File: config.mk
export PLATFORM = sky130hd
export DESIGN_NAME = mul_fp_pipelined_flat
export DESIGN_NICKNAME = d
export VERILOG_FILES = /design/src/rtl/mul_fp_if.sv /design/src/rtl/mul_fp_pipelined.sv /design/src/flat_wrapper.sv
export SDC_FILE = /design/constraint.sdc
export NUM_CORES = 1
export LEC_CHECK = 0
export ABC_AREA = 1
export BUFFER_PORTS_ARGS = -buffer_cell sky130_fd_sc_hd__buf_2
export CELL_PAD_IN_SITES_DETAIL_PLACEMENT = 1
export CELL_PAD_IN_SITES_GLOBAL_PLACEMENT = 1
export CORE_AREA = 2 2 116 163
export DETAILED_ROUTE_END_ITERATION = 10
export DIE_AREA = 0 0 118 165
export PLACE_DENSITY = 0.95
export SLEW_MARGIN = 20
export SYNTH_ARGS = -nofsm -noshare
export SYNTH_HDL_FRONTEND = slang
export SYNTH_SLANG_ARGS = --single-unit
File: constraint.sdc
create_clock -name clk -period 14.57 [get_ports clk]
set_input_delay 0 -clock clk [delete_from_list [all_inputs] [get_ports clk]]
set_output_delay 0 -clock clk [all_outputs]
set_load 0.03 [all_outputs]
File: src/rtl/mul_fp_if.sv
// mul_fp_if: operand/result valid-ready bundle for mul_fp_pipelined.
// The flags field exists only when MUL_FP_FLAGS_EN is defined.
interface mul_fp_if #(parameter int EXP_W = 5, parameter int MAN_W = 10, parameter int TAG_W = 4);
    localparam int W = 1 + EXP_W + MAN_W;
    logic in_valid, in_ready, out_valid, out_ready;
    logic [W-1:0] a, b, result;
    logic [TAG_W-1:0] in_tag, out_tag;
`ifdef MUL_FP_FLAGS_EN
    logic [3:0] flags;
    modport slave(input in_valid, a, b, in_tag, out_ready, output in_ready, out_valid, result, out_tag, flags);
    modport master(output in_valid, a, b, in_tag, out_ready, input in_ready, out_valid, result, out_tag, flags);
`else
    modport slave(input in_valid, a, b, in_tag, out_ready, output in_ready, out_valid, result, out_tag);
    modport master(output in_valid, a, b, in_tag, out_ready, input in_ready, out_valid, result, out_tag);
`endif
endinterface

File: src/rtl/mul_fp_pipelined.sv
// mul_fp_pipelined: 3-stage RNE floating-point multiplier (DAZ/FTZ) with valid/ready and tag sideband.
// Optional MUL_FP_FLAGS_EN adds {invalid, overflow, underflow, inexact} flags.
module mul_fp_pipelined #(parameter int EXP_W = 5, parameter int MAN_W = 10, parameter int TAG_W = 4) (
    input logic clk,
    input logic RST,
    mul_fp_if.slave bus
);
    localparam int W = 1 + EXP_W + MAN_W;
    localparam int BIAS = 2 ** (EXP_W - 1) - 1;
    localparam int PW = 2 * MAN_W + 2;
    localparam int XW = EXP_W + 3;
    localparam logic [EXP_W-1:0] EMAX = '1;
    typedef enum logic [1:0] {K_NUM, K_NAN, K_INF, K_ZERO} kind_t;

    logic v1, v2, v3, ld1, ld2, ld3;
    logic [W-1:0] a1, b1, res3;
    logic [TAG_W-1:0] tag1, tag2, tag3;
    logic s2;
    logic signed [EXP_W+1:0] e1, e2;
    logic [PW-1:0] p1, p2;
    kind_t k1, k2;

    logic [EXP_W-1:0] ea, eb;
    logic [MAN_W-1:0] ma, mb;
    logic za, zb, ia, ib, na, nb;
    assign {ea, ma} = a1[W-2:0];
    assign {eb, mb} = b1[W-2:0];
    assign za = ea == '0;
    assign zb = eb == '0;
    assign ia = &ea && ma == '0;
    assign ib = &eb && mb == '0;
    assign na = &ea && ma != '0;
    assign nb = &eb && mb != '0;
    assign k1 = (na || nb || (ia && zb) || (za && ib)) ? K_NAN :
                (ia || ib) ? K_INF : (za || zb) ? K_ZERO : K_NUM;
    assign e1 = (EXP_W+2)'(ea) + (EXP_W+2)'(eb) - (EXP_W+2)'(BIAS);
    assign p1 = PW'({1'b1, ma}) * PW'({1'b1, mb});

    // Product lies in [1,4): select mantissa/guard/sticky for either position of the leading one.
    logic hi, g, st, rup, ovf, unf, num;
    logic [MAN_W-1:0] mt;
    logic [MAN_W:0] mr;
    logic signed [XW-1:0] ef;
    logic [W-1:0] r3;
    assign hi = p2[PW-1];
    assign mt = hi ? p2[PW-2:MAN_W+1] : p2[PW-3:MAN_W];
    assign g = hi ? p2[MAN_W] : p2[MAN_W-1];
    assign st = hi ? |p2[MAN_W-1:0] : |p2[MAN_W-2:0];
    assign rup = g && (st || mt[0]);
    assign mr = {1'b0, mt} + (MAN_W+1)'(rup);
    assign ef = XW'(e2) + XW'(hi) + XW'(mr[MAN_W]);
    assign ovf = ef >= XW'(2 ** EXP_W - 1);
    assign unf = ef < XW'(1);
    assign num = k2 == K_NUM;
    assign r3 = k2 == K_NAN ? {1'b0, EMAX, 1'b1, (MAN_W-1)'(0)} :
                (k2 == K_INF || (num && ovf)) ? {s2, EMAX, MAN_W'(0)} :
                (k2 == K_ZERO || unf) ? {s2, (W-1)'(0)} :
                {s2, ef[EXP_W-1:0], mr[MAN_W-1:0]};

    assign ld3 = !v3 || bus.out_ready;
    assign ld2 = !v2 || ld3;
    assign ld1 = !v1 || ld2;
    assign bus.in_ready = ld1;
    assign bus.out_valid = v3;
    assign bus.result = res3;
    assign bus.out_tag = tag3;

    always_ff @(posedge clk) begin
        if (RST) begin
            {v1, v2, v3} <= '0;
            {a1, b1, tag1, tag2, s2, e2, p2, res3, tag3} <= '0;
            k2 <= K_NUM;
        end else begin
            if (ld1) begin
                v1 <= bus.in_valid;
                a1 <= bus.a;
                b1 <= bus.b;
                tag1 <= bus.in_tag;
            end
            if (ld2) begin
                v2 <= v1;
                s2 <= a1[W-1] ^ b1[W-1];
                e2 <= e1;
                p2 <= p1;
                k2 <= k1;
                tag2 <= tag1;
            end
            if (ld3) begin
                v3 <= v2;
                res3 <= r3;
                tag3 <= tag2;
            end
        end
    end

`ifdef MUL_FP_FLAGS_EN
    logic [3:0] flg3;
    assign bus.flags = flg3;
    always_ff @(posedge clk) begin
        if (RST) flg3 <= '0;
        else if (ld3) flg3 <= {k2 == K_NAN, num && ovf, num && unf, num && (ovf || unf || g || st)};
    end
`endif
endmodule

File: src/flat_wrapper.sv
// flat-port wrapper written by rule: the top's interface ports become plain ports
module mul_fp_pipelined_flat 
#(parameter int EXP_W = 5, parameter int MAN_W = 10, parameter int TAG_W = 4)
  (clk, RST, bus_in_valid, bus_a, bus_b, bus_in_tag, bus_out_ready, bus_in_ready, bus_out_valid, bus_result, bus_out_tag);
  mul_fp_if #(.EXP_W(EXP_W), .MAN_W(MAN_W), .TAG_W(TAG_W)) bus_i ();
  input logic clk;
  input logic RST;
  input wire logic [$bits(bus_i.in_valid)-1:0] bus_in_valid;
  input wire logic [$bits(bus_i.a)-1:0] bus_a;
  input wire logic [$bits(bus_i.b)-1:0] bus_b;
  input wire logic [$bits(bus_i.in_tag)-1:0] bus_in_tag;
  input wire logic [$bits(bus_i.out_ready)-1:0] bus_out_ready;
  output wire logic [$bits(bus_i.in_ready)-1:0] bus_in_ready;
  output wire logic [$bits(bus_i.out_valid)-1:0] bus_out_valid;
  output wire logic [$bits(bus_i.result)-1:0] bus_result;
  output wire logic [$bits(bus_i.out_tag)-1:0] bus_out_tag;
  assign bus_i.in_valid = bus_in_valid;
  assign bus_i.a = bus_a;
  assign bus_i.b = bus_b;
  assign bus_i.in_tag = bus_in_tag;
  assign bus_i.out_ready = bus_out_ready;
  assign bus_in_ready = bus_i.in_ready;
  assign bus_out_valid = bus_i.out_valid;
  assign bus_result = bus_i.result;
  assign bus_out_tag = bus_i.out_tag;
  mul_fp_pipelined #(.EXP_W(EXP_W), .MAN_W(MAN_W), .TAG_W(TAG_W)) u_core (.clk(clk), .RST(RST), .bus(bus_i));
endmodule
==> key figures, run 1 <==
STA
  – Total Neg Setup Slack: 0 ns
  – Worst slew margin: 36.0%
  – WHS: 0.122 ns
  – Setup violators final: 0
  – Final slew viol count: 0
  – Layout Skew: 0.0310 ns
  – Minimum clock period: 6.20 ns
  – Final Hold Viols: 0
  – Final worst-path cycle share: between 40 and 50%
  – Setup ws final: about 8.4 ns
  – RSZ-0062 raised after global routing: no
  – Maximum clock rate: 161 MHz
  – Transition time of the tightest slew-check pin: approximately 0.96 ns

Placed design
  – Detailed placement HPWL: 21100 um
  – DP Area: 9110 um2
  – Setup WS pre-CTS: between 9 and 10 ns
  – Port Buffers: 61
  – Inst Count DP: 1482
  – GPL Wtd Cong: ~0.9

Clocking
  – Total CTS buffers: 9
  – Clock latency on the worst-skew pair: 0.39 ns
  – CTS Hold Bufs: 37
  – CTS tree: yes
  – Setup Buffers After CTS: 0
  – Clock Root Buffer: clkbuf_16
  – CTS resizes: 0
  – Depth of the CTS H-tree: 3
  – Clock buffer depth: 2
  – Clock transition at path regs: roughly 0.10 ns
  – TritonCTS sink count: 95

Final layout
  – Share of layout cells above drive strength 1: roughly 8%
  – Fin area: 9790 um2
  – Layout area overhead: 12.4%
  – Most common cell after layout, fill and taps aside: nand2_1
  – Non-Filler Instances: between 1.5k and 2k
  – FF+latch area: approximately 1900 um2
  – Fillers: 2325
  – Most frequent cells in the layout: 272 x nand2_1, 264 x inv_1, 95 x dfxtp_1, 93 x nand3_1, 88 x a21oi_1
  – Multi-input gate area: around 5600 um2
  – Fin nets: 1479

Synthesis
  – Largest cells by area after synthesis: dfxtp_1 22%, fa_1 19%, nand2_1 12%
  – Main combinational cell family by area after synthesis: adder cells
  – Seq cells post-synth: 95
  – Synth Area in XOR/XNOR: 1.71%
  – Yosys cell types: 38
  – Net count after synthesis: 1420
  – Synth Area in Adders: roughly 28%
  – Warnings from Yosys: 0
  – Synth area leader: dfxtp_1
  – Cell count after synthesis: 1231
  – Mux cell area share after synthesis: 0%
  – Synth top area share: 21.8%
  – Avg Synthesized Cell Area: 7.08 um2
  – Synth Area in Compound Gates: 10.7%
  – Sequential share of the synthesized area: 21.8%
  – Simple-gate share of the synthesized area: 23.0%
  – Post-Syn Area: ~8700 um2

Floorplanning
  – Die ar.: 19500 um2
  – Num rows: 58
  – I/O pin total: 62
  – Initial Utilization: 48.6%
  – Overall die width: 118 um
  – Die height: 165 um
  – Area of the core: 17900 um2

Drt
  – Antenna viol nets, final: 0
  – # DRC: 0
  – Vias per cell: ~6
  – DRT Wirelength: 39600 um
  – Vias: 9275
  – TritonRoute pass-1 iters: 6
  – Avg WL per Cell: 25.8 um
  – Initial DRC Count: roughly 880

Setup path
  – Worst-path maximum fanout: 12
  – Most used cell, CP: nand2_1
  – Slowest stage delay, CP: 0.76 ns
  – CP cell instances: nand2_1 -> fa_1 -> inv_1 -> fa_1 -> inv_1 -> fa_1 -> inv_1 -> fa_1 -> inv_1 -> fa_1 -> inv_1 -> ha_1 -> nand2_1 -> nand2_1 -> a21oi_1 -> nand2_1 -> nand2_1 -> nand2_1 -> a21oi_1 -> o21ai_0 -> nand2_1 -> inv_1
  – Critical path data arrival time: approximately 6.5 ns
  – Slowest-stage cell, CP: dfxtp_1
  – Data required time of the worst path: approximately 15 ns
  – Crit start category: flip-flop
  – Crit Path Class: flip-flop to flip-flop
  – CP Capture Type: flip-flop

Global routing
  – First-pass GRT wire length: 59000 um
  – Global route total overflow: 0
  – Vias in the first global route: 10.3k
  – Largest net degree at the start of global routing: 68
  – Tot GR Track Use: 41.1%
  – Initial antenna violation count: 2

Power and ir drop
  – Sequential group share of total power: 32.2%
  – Sw frac: between 40% and 50%
  – PD cells: 103 nW/um2
  – Switching Power: 0.458 mW
  – Clk pwr share: 25.8%
  – Maximum vdd drop: 63.7 uV
  – LEAKAGE: 5.33 nW
  – Comb power frac: between 40% and 50%
  – Internal: 0.552 mW

Min path
  – Hold Crit Class: primary input to flip-flop

Run status
  – Status: completed

Flow run
  – Max cap viols: 0
-- final cells by class --
cell class | instances | area share, %
clock buffers | 10 | 2.44
inverters | 267 | 10.2
repair buffers | 102 | 7.21
diodes | 2 | 0.0511
well taps | 240 | 3.07
flip-flops and latches | 95 | 19.4
multi-input cells | 815 | 56.9
clock inverters | 6 | 0.652
-- flip-flops by register name, summed over array words and instances, names as in the netlist, 2 cells and up --
register	flops
u_core.p2	22
u_core.a1	16
u_core.tag1	4
u_core.tag2	4
u_core.bus.out_tag	4
u_core.e2	7
u_core.bus.result	16
u_core.k2	2
u_core.b1	16
-- cell usage after synthesis, drive strengths merged --
library cell,n
ha,67
nand3b,1
buf,14
dfxtp,95
o21ai,60
xor2,9
a21o,5
nand2,277
o21a,4
xnor2,8
o21bai,5
nand4,6
and3,1
or2,1
nand3,94
fa,82
a31oi,5
inv,265
o211ai,2
nor3,8
nor4,2
clkinv,2
a21oi,89
nor2,89
clkbuf,40
-- cells by family after synthesis --
group,count (synthesis)
and+or+nand+nor,479
buffers and inverters,321
AOI/OAI and AO/OA,170
adders and majority gates,149
DFF,95
xor gates and xnor gates,17
-- critical path: cells and delay by family, from the launching register on --
kind,cells,cell delay (ns)
fa+ha+maj,6,3.32
simple gates,7,0.94
flops,1,0.76
compound gates,3,0.56
buf+inv,6,0.48
-- power by group through the flow --
stage                     clock [mW]  sequential (mW)  combinational, mW
after floorplan                    0            0.322              0.250
after global placement             0            0.324              0.326
after detailed placement           0            0.326              0.358
after CTS                      0.246            0.321              0.379
after global routing           0.266            0.327              0.458
final                          0.261            0.325              0.425
-- per-stage QoR --
stage	utilization, %	power (mW)
CTS	54.6	0.946
floorplan	-	0.572
global placement	50.8	0.649
detailed placement	50.8	0.683
global route	54.6	1.05
finish	54.6	1.01
-- worst paths after layout --
check	slack, ns	endpoint	start	cells past startpoint
max	8.37	u_core.p2[14]	u_core.a1[5]	22
min	0.12	u_core.bus.result[15]	bus_out_ready	4
max reg2reg	8.37	u_core.p2[14]	u_core.a1[5]	22
min reg2reg	0.47	u_core.bus.result[15]	u_core.bus.result[15]	2
-- per-layer routing --
layer  GRT usage, %  wire [um]
met1           36.5      12200
met2           70.2      19000
met3           11.2       3010
met4           47.8       5430
met5           2.08         50
(Power assumes the default switching activity.)
==> inputs of run 2 (changes only) <==
--- a/config.mk
+++ b/config.mk
@@ -9,10 +9,10 @@
 export BUFFER_PORTS_ARGS = -buffer_cell sky130_fd_sc_hd__buf_2
 export CELL_PAD_IN_SITES_DETAIL_PLACEMENT = 1
 export CELL_PAD_IN_SITES_GLOBAL_PLACEMENT = 1
-export CORE_AREA = 2 2 116 163
+export CORE_AREA = 2 2 127 178
 export DETAILED_ROUTE_END_ITERATION = 10
-export DIE_AREA = 0 0 118 165
-export PLACE_DENSITY = 0.95
+export DIE_AREA = 0 0 129 180
+export PLACE_DENSITY = 0.87
 export SLEW_MARGIN = 20
 export SYNTH_ARGS = -nofsm -noshare
 export SYNTH_HDL_FRONTEND = slang
==> constraint.sdc (replaced) <==
create_clock -name clk -period 5.6 [get_ports clk]
set_input_delay 0 -clock clk [delete_from_list [all_inputs] [get_ports clk]]
set_output_delay 0 -clock clk [all_outputs]
set_load 0.03 [all_outputs]
==> run 2 against run 1 <==
Effect of this change: power increased by 140%; maximum frequency increased by 14%; clock power rose by 140%; critical path depth rose by 1; sequential share of layout area decreased by 0.21 points; via count shrank 7.2%; clock skew down 0.012 ns; clock-buffer cell count shrank 1; wire length fell by 19%; cell count increased by 4.9%; highest routed layer is now met4.
==> key figures, run 2 (synthesis gave the netlist of run 1 again) <==
Run status
  – Status: completed

Floorplanning
  – Die height: 180 um
  – Initial Utilization: approximately two fifths
  – Num rows: 64
  – I/O pin total: 62
  – Overall die width: 129 um
  – Die ar.: around 23000 um2
  – Area of the core: 21700 um2

Clocking
  – Clock Root Buffer: clkbuf_16
  – Clock buffer depth: 2
  – Clock latency on the worst-skew pair: about 0.36 ns
  – Depth of the CTS H-tree: 3
  – CTS tree: yes
  – TritonCTS sink count: 95
  – Total CTS buffers: 9
  – Clock transition at path regs: about 0.090 ns

Flow run
  – Max cap viols: 0

Drt
  – Initial DRC Count: 500
  – Avg WL per Cell: 19.9 um
  – Vias: between 8k and 9k
  – TritonRoute pass-1 iters: 5
  – DRT Wirelength: about 32000 um
  – Antenna viol nets, final: 0
  – # DRC: 0
  – Vias per cell: 5.33

Final layout
  – Most common cell after layout, fill and taps aside: nand2_1
  – Non-Filler Instances: 1613
  – Top reg by flops: u_core.p2
  – Multi-input gate area: 5570 um2
  – Fillers: between 2k and 3k
  – Final core occ: 46.1%
  – Share of layout cells above drive strength 1: slightly below 10%
  – Layout area overhead: 14.9%
  – Most frequent cells in the layout: 272 x nand2_1, 264 x inv_1, 93 x nand3_1, 88 x a21oi_1, 88 x dfxtp_1
  – FF+latch area: ~1900 um2
  – Max reg flops: 22
  – Fin nets: 1498
  – Fin area: 10000 um2

STA
  – Worst slew margin: 32.9%
  – Minimum clock period: between 5 and 6 ns
  – Layout Skew: roughly 0.019 ns
  – Total Neg Setup Slack: 0 ns
  – WHS: 0.130 ns
  – Final slew viol count: 0
  – Transition time of the tightest slew-check pin: 0.997 ns
  – Final Hold Viols: 0
  – Setup violators final: 0
  – Final worst-path cycle share: just under 100%
  – Maximum clock rate: 184 MHz
  – Setup ws final: between 0.15 and 0.2 ns

Setup path
  – CP Depth: 23
  – Slowest-stage cell, CP: dfxtp_1
  – Critical path data arrival time: 5.69 ns
  – R2R depth: 23
  – CP Capture Type: flip-flop
  – Worst-path maximum fanout: 9
  – Family with the most delay on the worst path: adder cells
  – Crit start category: flip-flop
  – Slowest stage delay, CP: between 0.6 and 0.7 ns
  – R2R Setup Slk: 0.15 ns
  – Data required time of the worst path: approximately 5.9 ns
  – Crit path from: u_core.b1[5]
  – Reg2reg start: u_core.b1[5]
  – Buf/Inv on CP: 7
  – Crit Path Class: flip-flop to flip-flop
  – CP cell instances: buf_4 -> nand2_1 -> fa_1 -> inv_1 -> ha_1 -> inv_1 -> fa_1 -> inv_1 -> fa_1 -> inv_1 -> fa_1 -> inv_1 -> ha_1 -> nand2_1 -> nor2_1 -> nor2_1 -> nand2_1 -> nand2_1 -> nand2_1 -> a21oi_1 -> o21ai_0 -> nand2_1 -> inv_1

Global routing
  – Largest net degree at the start of global routing: 68
  – First-pass GRT wire length: about 49000 um
  – Vias in the first global route: 9265
  – Initial antenna violation count: 2
  – Tot GR Track Use: 27.5%
  – Global route total overflow: 0

Power and ir drop
  – Maximum vdd drop: 160 uV
  – Power Total: 2.47 mW
  – LEAKAGE: 5.42 nW
  – PD cells: 247 nW/um2

Min path
  – Hold_sp: bus_out_ready
  – Hold Crit Class: primary input to flip-flop
  – Hold Path Cell Cnt: 4

Placed design
  – GPL Wtd Cong: 0.867
  – Setup WS pre-CTS: 0.414 ns
  – Inst Count DP: around 1.5k
  – Port Buffers: 61
  – DP Area: between 9000 and 10000 um2
  – Detailed placement HPWL: 19400 um
==> run 2: cell types whose count changed in the layout (fill, tap and decap cells not counted), sizes merged <==
cell    delta
clkbuf     -1
clkinv     -1
inv        +2
buf       +19
==> run 2: metal layers <==
metal | GRT usage, % | routed length (um)
met2 | 50.6 | 16900
met4 | 18.8 | 2540
met1 | 27.7 | 11300
met3 | 4.26 | 1310
met5 | 0 | 0
==> run 2: where the power goes <==
part	internal [mW]	total (mW)	switching (mW)	leakage, nW
logic	0.355	1.01	0.657	4.49
clock network	0.313	0.626	0.313	0.141
registers	0.751	0.830	0.0786	0.790
total	1.42	2.47	1.05	5.42
==> run 2: final timing paths <==
check | endpoint
min reg2reg | u_core.bus.result[2]
max reg2reg | u_core.p2[15]
max | u_core.p2[15]
min | u_core.bus.result[0]
==> run 2: worst reg2reg max path, delay by kind of cell (launching register included) <==
family | cells | cell delay (ns)
compound gates | 2 | 0.24
buf+inv | 7 | 0.80
flops | 1 | 0.64
simple gates | 8 | 0.85
fa+ha+maj | 6 | 2.81
==> run 2: final cells by class <==
type / instances / share of cell area [%]
clock buffer: 9 / 2.25
inverter: 267 / 10.0
multi-input combinational: 815 / 55.7
sequential: 95 / 19.2
antenna: 2 / 0.0500
clock inverter: 7 / 0.613
timing repair buffer: 121 / 8.48
tap: 297 / 3.71
==> run 2: repair_timing <==
| action | 4_1_cts | 5_1_grt |
|---|---|---|
| resized for setup | 0 | 12 |
| endpoints found under the hold margin | 37 | 0 |
| setup buffers | 0 | 9 |
| setup endpoints to repair | 0 | 12 |
| hold buffers | 37 | 0 |
==> inputs of run 3 (changes only) <==
--- a/config.mk
+++ b/config.mk
@@ -7,7 +7,7 @@
 export LEC_CHECK = 0
 export ABC_AREA = 1
 export BUFFER_PORTS_ARGS = -buffer_cell sky130_fd_sc_hd__buf_2
-export CELL_PAD_IN_SITES_DETAIL_PLACEMENT = 1
+export CELL_PAD_IN_SITES_DETAIL_PLACEMENT = 0
 export CELL_PAD_IN_SITES_GLOBAL_PLACEMENT = 1
 export CORE_AREA = 2 2 127 178
 export DETAILED_ROUTE_END_ITERATION = 10
==> run 3 against run 2 <==
Effect of this change: largest power group unchanged; sequential share of layout area shrank 0.091 points; critical path type unchanged; sequential power shrank 0.5%; clock skew shrank 0.0077 ns; first-iteration DRC count shrank 21%; clock power grew 3%; critical endpoint is now u_core.p2[16]; die area is the same.
==> key figures, run 3 (synthesis gave the netlist of run 1 again) <==
Setup path
  – Critical path data arrival time: between 5 and 6 ns
  – Crit start category: flip-flop
  – Data required time of the worst path: just under 6 ns
  – CP cell instances: nand2_1 -> fa_1 -> inv_1 -> fa_1 -> inv_1 -> fa_1 -> inv_1 -> fa_1 -> inv_1 -> fa_1 -> inv_1 -> ha_1 -> nand2_1 -> inv_1 -> nand2_1 -> o21bai_1 -> nand3_1 -> nand2_1 -> nand2_1 -> nand2_1 -> nand3_1 -> nand2_1 -> inv_1
  – Crit path from: u_core.b1[4]
  – Family with the most delay on the worst path: adder cells
  – Reg2reg start: u_core.b1[4]
  – Slowest stage delay, CP: roughly 0.70 ns
  – CP Capture Type: flip-flop
  – Slowest-stage cell, CP: dfxtp_1
  – Worst-path maximum fanout: 13
  – Crit Path Class: flip-flop to flip-flop
  – Buf/Inv on CP: 7

STA
  – Transition time of the tightest slew-check pin: between 0.8 and 0.9 ns
  – Minimum clock period: 5.07 ns
  – Setup violators final: 0
  – Total Neg Setup Slack: 0 ns
  – Final slew viol count: 0
  – Final Hold Viols: 0
  – RSZ-0062 raised after global routing: no
  – Layout Skew: 0.0108 ns
  – Maximum clock rate: 197 MHz
  – Final worst-path cycle share: between 90% and 100%
  – Worst slew margin: between 40 and 50%

Power and ir drop
  – Switching Power: 0.917 mW
  – Internal: 1.44 mW
  – Power Total: 2.36 mW
  – Sw frac: roughly two fifths
  – Maximum vdd drop: 162 uV
  – Comb power frac: 37.5%
  – LEAKAGE: 5.38 nW
  – PD cells: 237 nW/um2
  – Sequential group share of total power: 35.0%
  – Clk pwr share: about 27%

Placed design
  – DP Area: 9250 um2
  – Inst Count DP: roughly 1.5k
  – GPL Wtd Cong: a little under 0.9
  – Detailed placement HPWL: about 16000 um
  – Port Buffers: 61

Final layout
  – Max reg flops: 22
  – Most common cell after layout, fill and taps aside: nand2_1
  – Non-Filler Instances: 1602
  – Fin area: 9940 um2
  – Most frequent cells in the layout: 272 x nand2_1, 264 x inv_1, 95 x dfxtp_1, 93 x nand3_1, 88 x a21oi_1
  – Final core occ: 45.8%
  – Share of layout cells above drive strength 1: 8.58%
  – Diode count: 0
  – Layout area overhead: 14.1%
  – Top reg by flops: u_core.p2
  – Fin nets: roughly 1.5k

Global routing
  – Vias in the first global route: roughly 7.6k
  – Global route total overflow: 0
  – Initial antenna violation count: 0
  – Tot GR Track Use: 18.9%
  – Largest net degree at the start of global routing: 68
  – First-pass GRT wire length: roughly 36000 um

Clocking
  – Total CTS buffers: 9
  – Setup Buffers After CTS: 0
  – Clock Root Buffer: clkbuf_16
  – Clock latency on the worst-skew pair: 0.36 ns
  – CTS resizes: 0
  – Clock buffer depth: 2
  – CTS Hold Bufs: 37
  – Clock transition at path regs: 0.07 ns
  – Depth of the CTS H-tree: 3
  – CTS tree: yes
  – TritonCTS sink count: 95

Min path
  – Hold Crit Class: primary input to flip-flop
  – Hold_sp: bus_out_ready

Floorplanning
  – Overall die width: around 130 um
  – Initial Utilization: 40.1%
  – Die height: between 150 and 200 um
  – I/O pin total: 62
  – Num rows: 64
  – Die ar.: 23200 um2
  – Area of the core: 21700 um2

Drt
  – # DRC: 0
  – Avg WL per Cell: 13.1 um
  – Vias: 7662
  – Initial DRC Count: 396
  – Antenna viol nets, final: 0
  – DRT Wirelength: around 21000 um
  – TritonRoute pass-1 iters: 5
  – Vias per cell: between 4 and 5

Flow run
  – Max cap viols: 0

Run status
  – Status: completed
[run 3: area by class of cell]
type                            instances  area, um2
Multi-Input combinational cell        815       5570
Fill cell                            2197      11800
Tap cell                              297        372
Sequential cell                        95       1900
Clock buffer                            9        225
Clock inverter                          7       91.3
Timing Repair Buffer                  112        781
Inverter                              267       1000
[run 3: path summary, 6_finish.rpt]
check / to / slack, ns / cells past startpoint
hold / removal: u_core.bus.result[15] / 0.11 / 4
hold reg to reg: u_core.bus.result[2] / 0.46 / 2
setup reg to reg: u_core.p2[16] / 0.53 / 23
setup / recovery: u_core.p2[16] / 0.53 / 23
[run 3: power groups by stage]
stage                     registers, mW  logic, mW  clock network (mW)
after detailed placement          0.839      0.865                   0
after floorplan                   0.837      0.651                   0
after CTS                         0.825      0.894               0.664
final                             0.826      0.884               0.646
after global routing              0.836       1.02               0.688
after global placement            0.839      0.855                   0
[run 3: layer usage]
metal | vias to the layer above | global-route usage, % | wire length [um]
met2 | 152 | 33.7 | 10900
met1 | 3573 | 23.2 | 8930
met5 | - | 0 | 0
li1 | 3904 | - | -
met3 | 33 | 2.74 | 630
met4 | 0 | 5.91 | 519
[run 3: stage by stage]
step	hold WS, ns	setup slack (ns)
detailed placement	0.246	0.553
global placement	0.244	0.567
global route	0.156	0.127
CTS	0.108	0.537
floorplan	0.134	0.867
finish	0.105	0.526
[run 3: worst register-to-register path, cell delays in order, from the launching register on]
cell and delay [ns]:
dfxtp_1 0.70, nand2_1 0.16, fa_1 0.55, inv_1 0.05, fa_1 0.49, inv_1 0.05, fa_1 0.47, inv_1 0.05
fa_1 0.52, inv_1 0.05, fa_1 0.52, inv_1 0.04, ha_1 0.34, nand2_1 0.09, inv_1 0.06, nand2_1 0.07
o21bai_1 0.11, nand3_1 0.16, nand2_1 0.12, nand2_1 0.05, nand2_1 0.07, nand3_1 0.10, nand2_1 0.09, inv_1 0.04
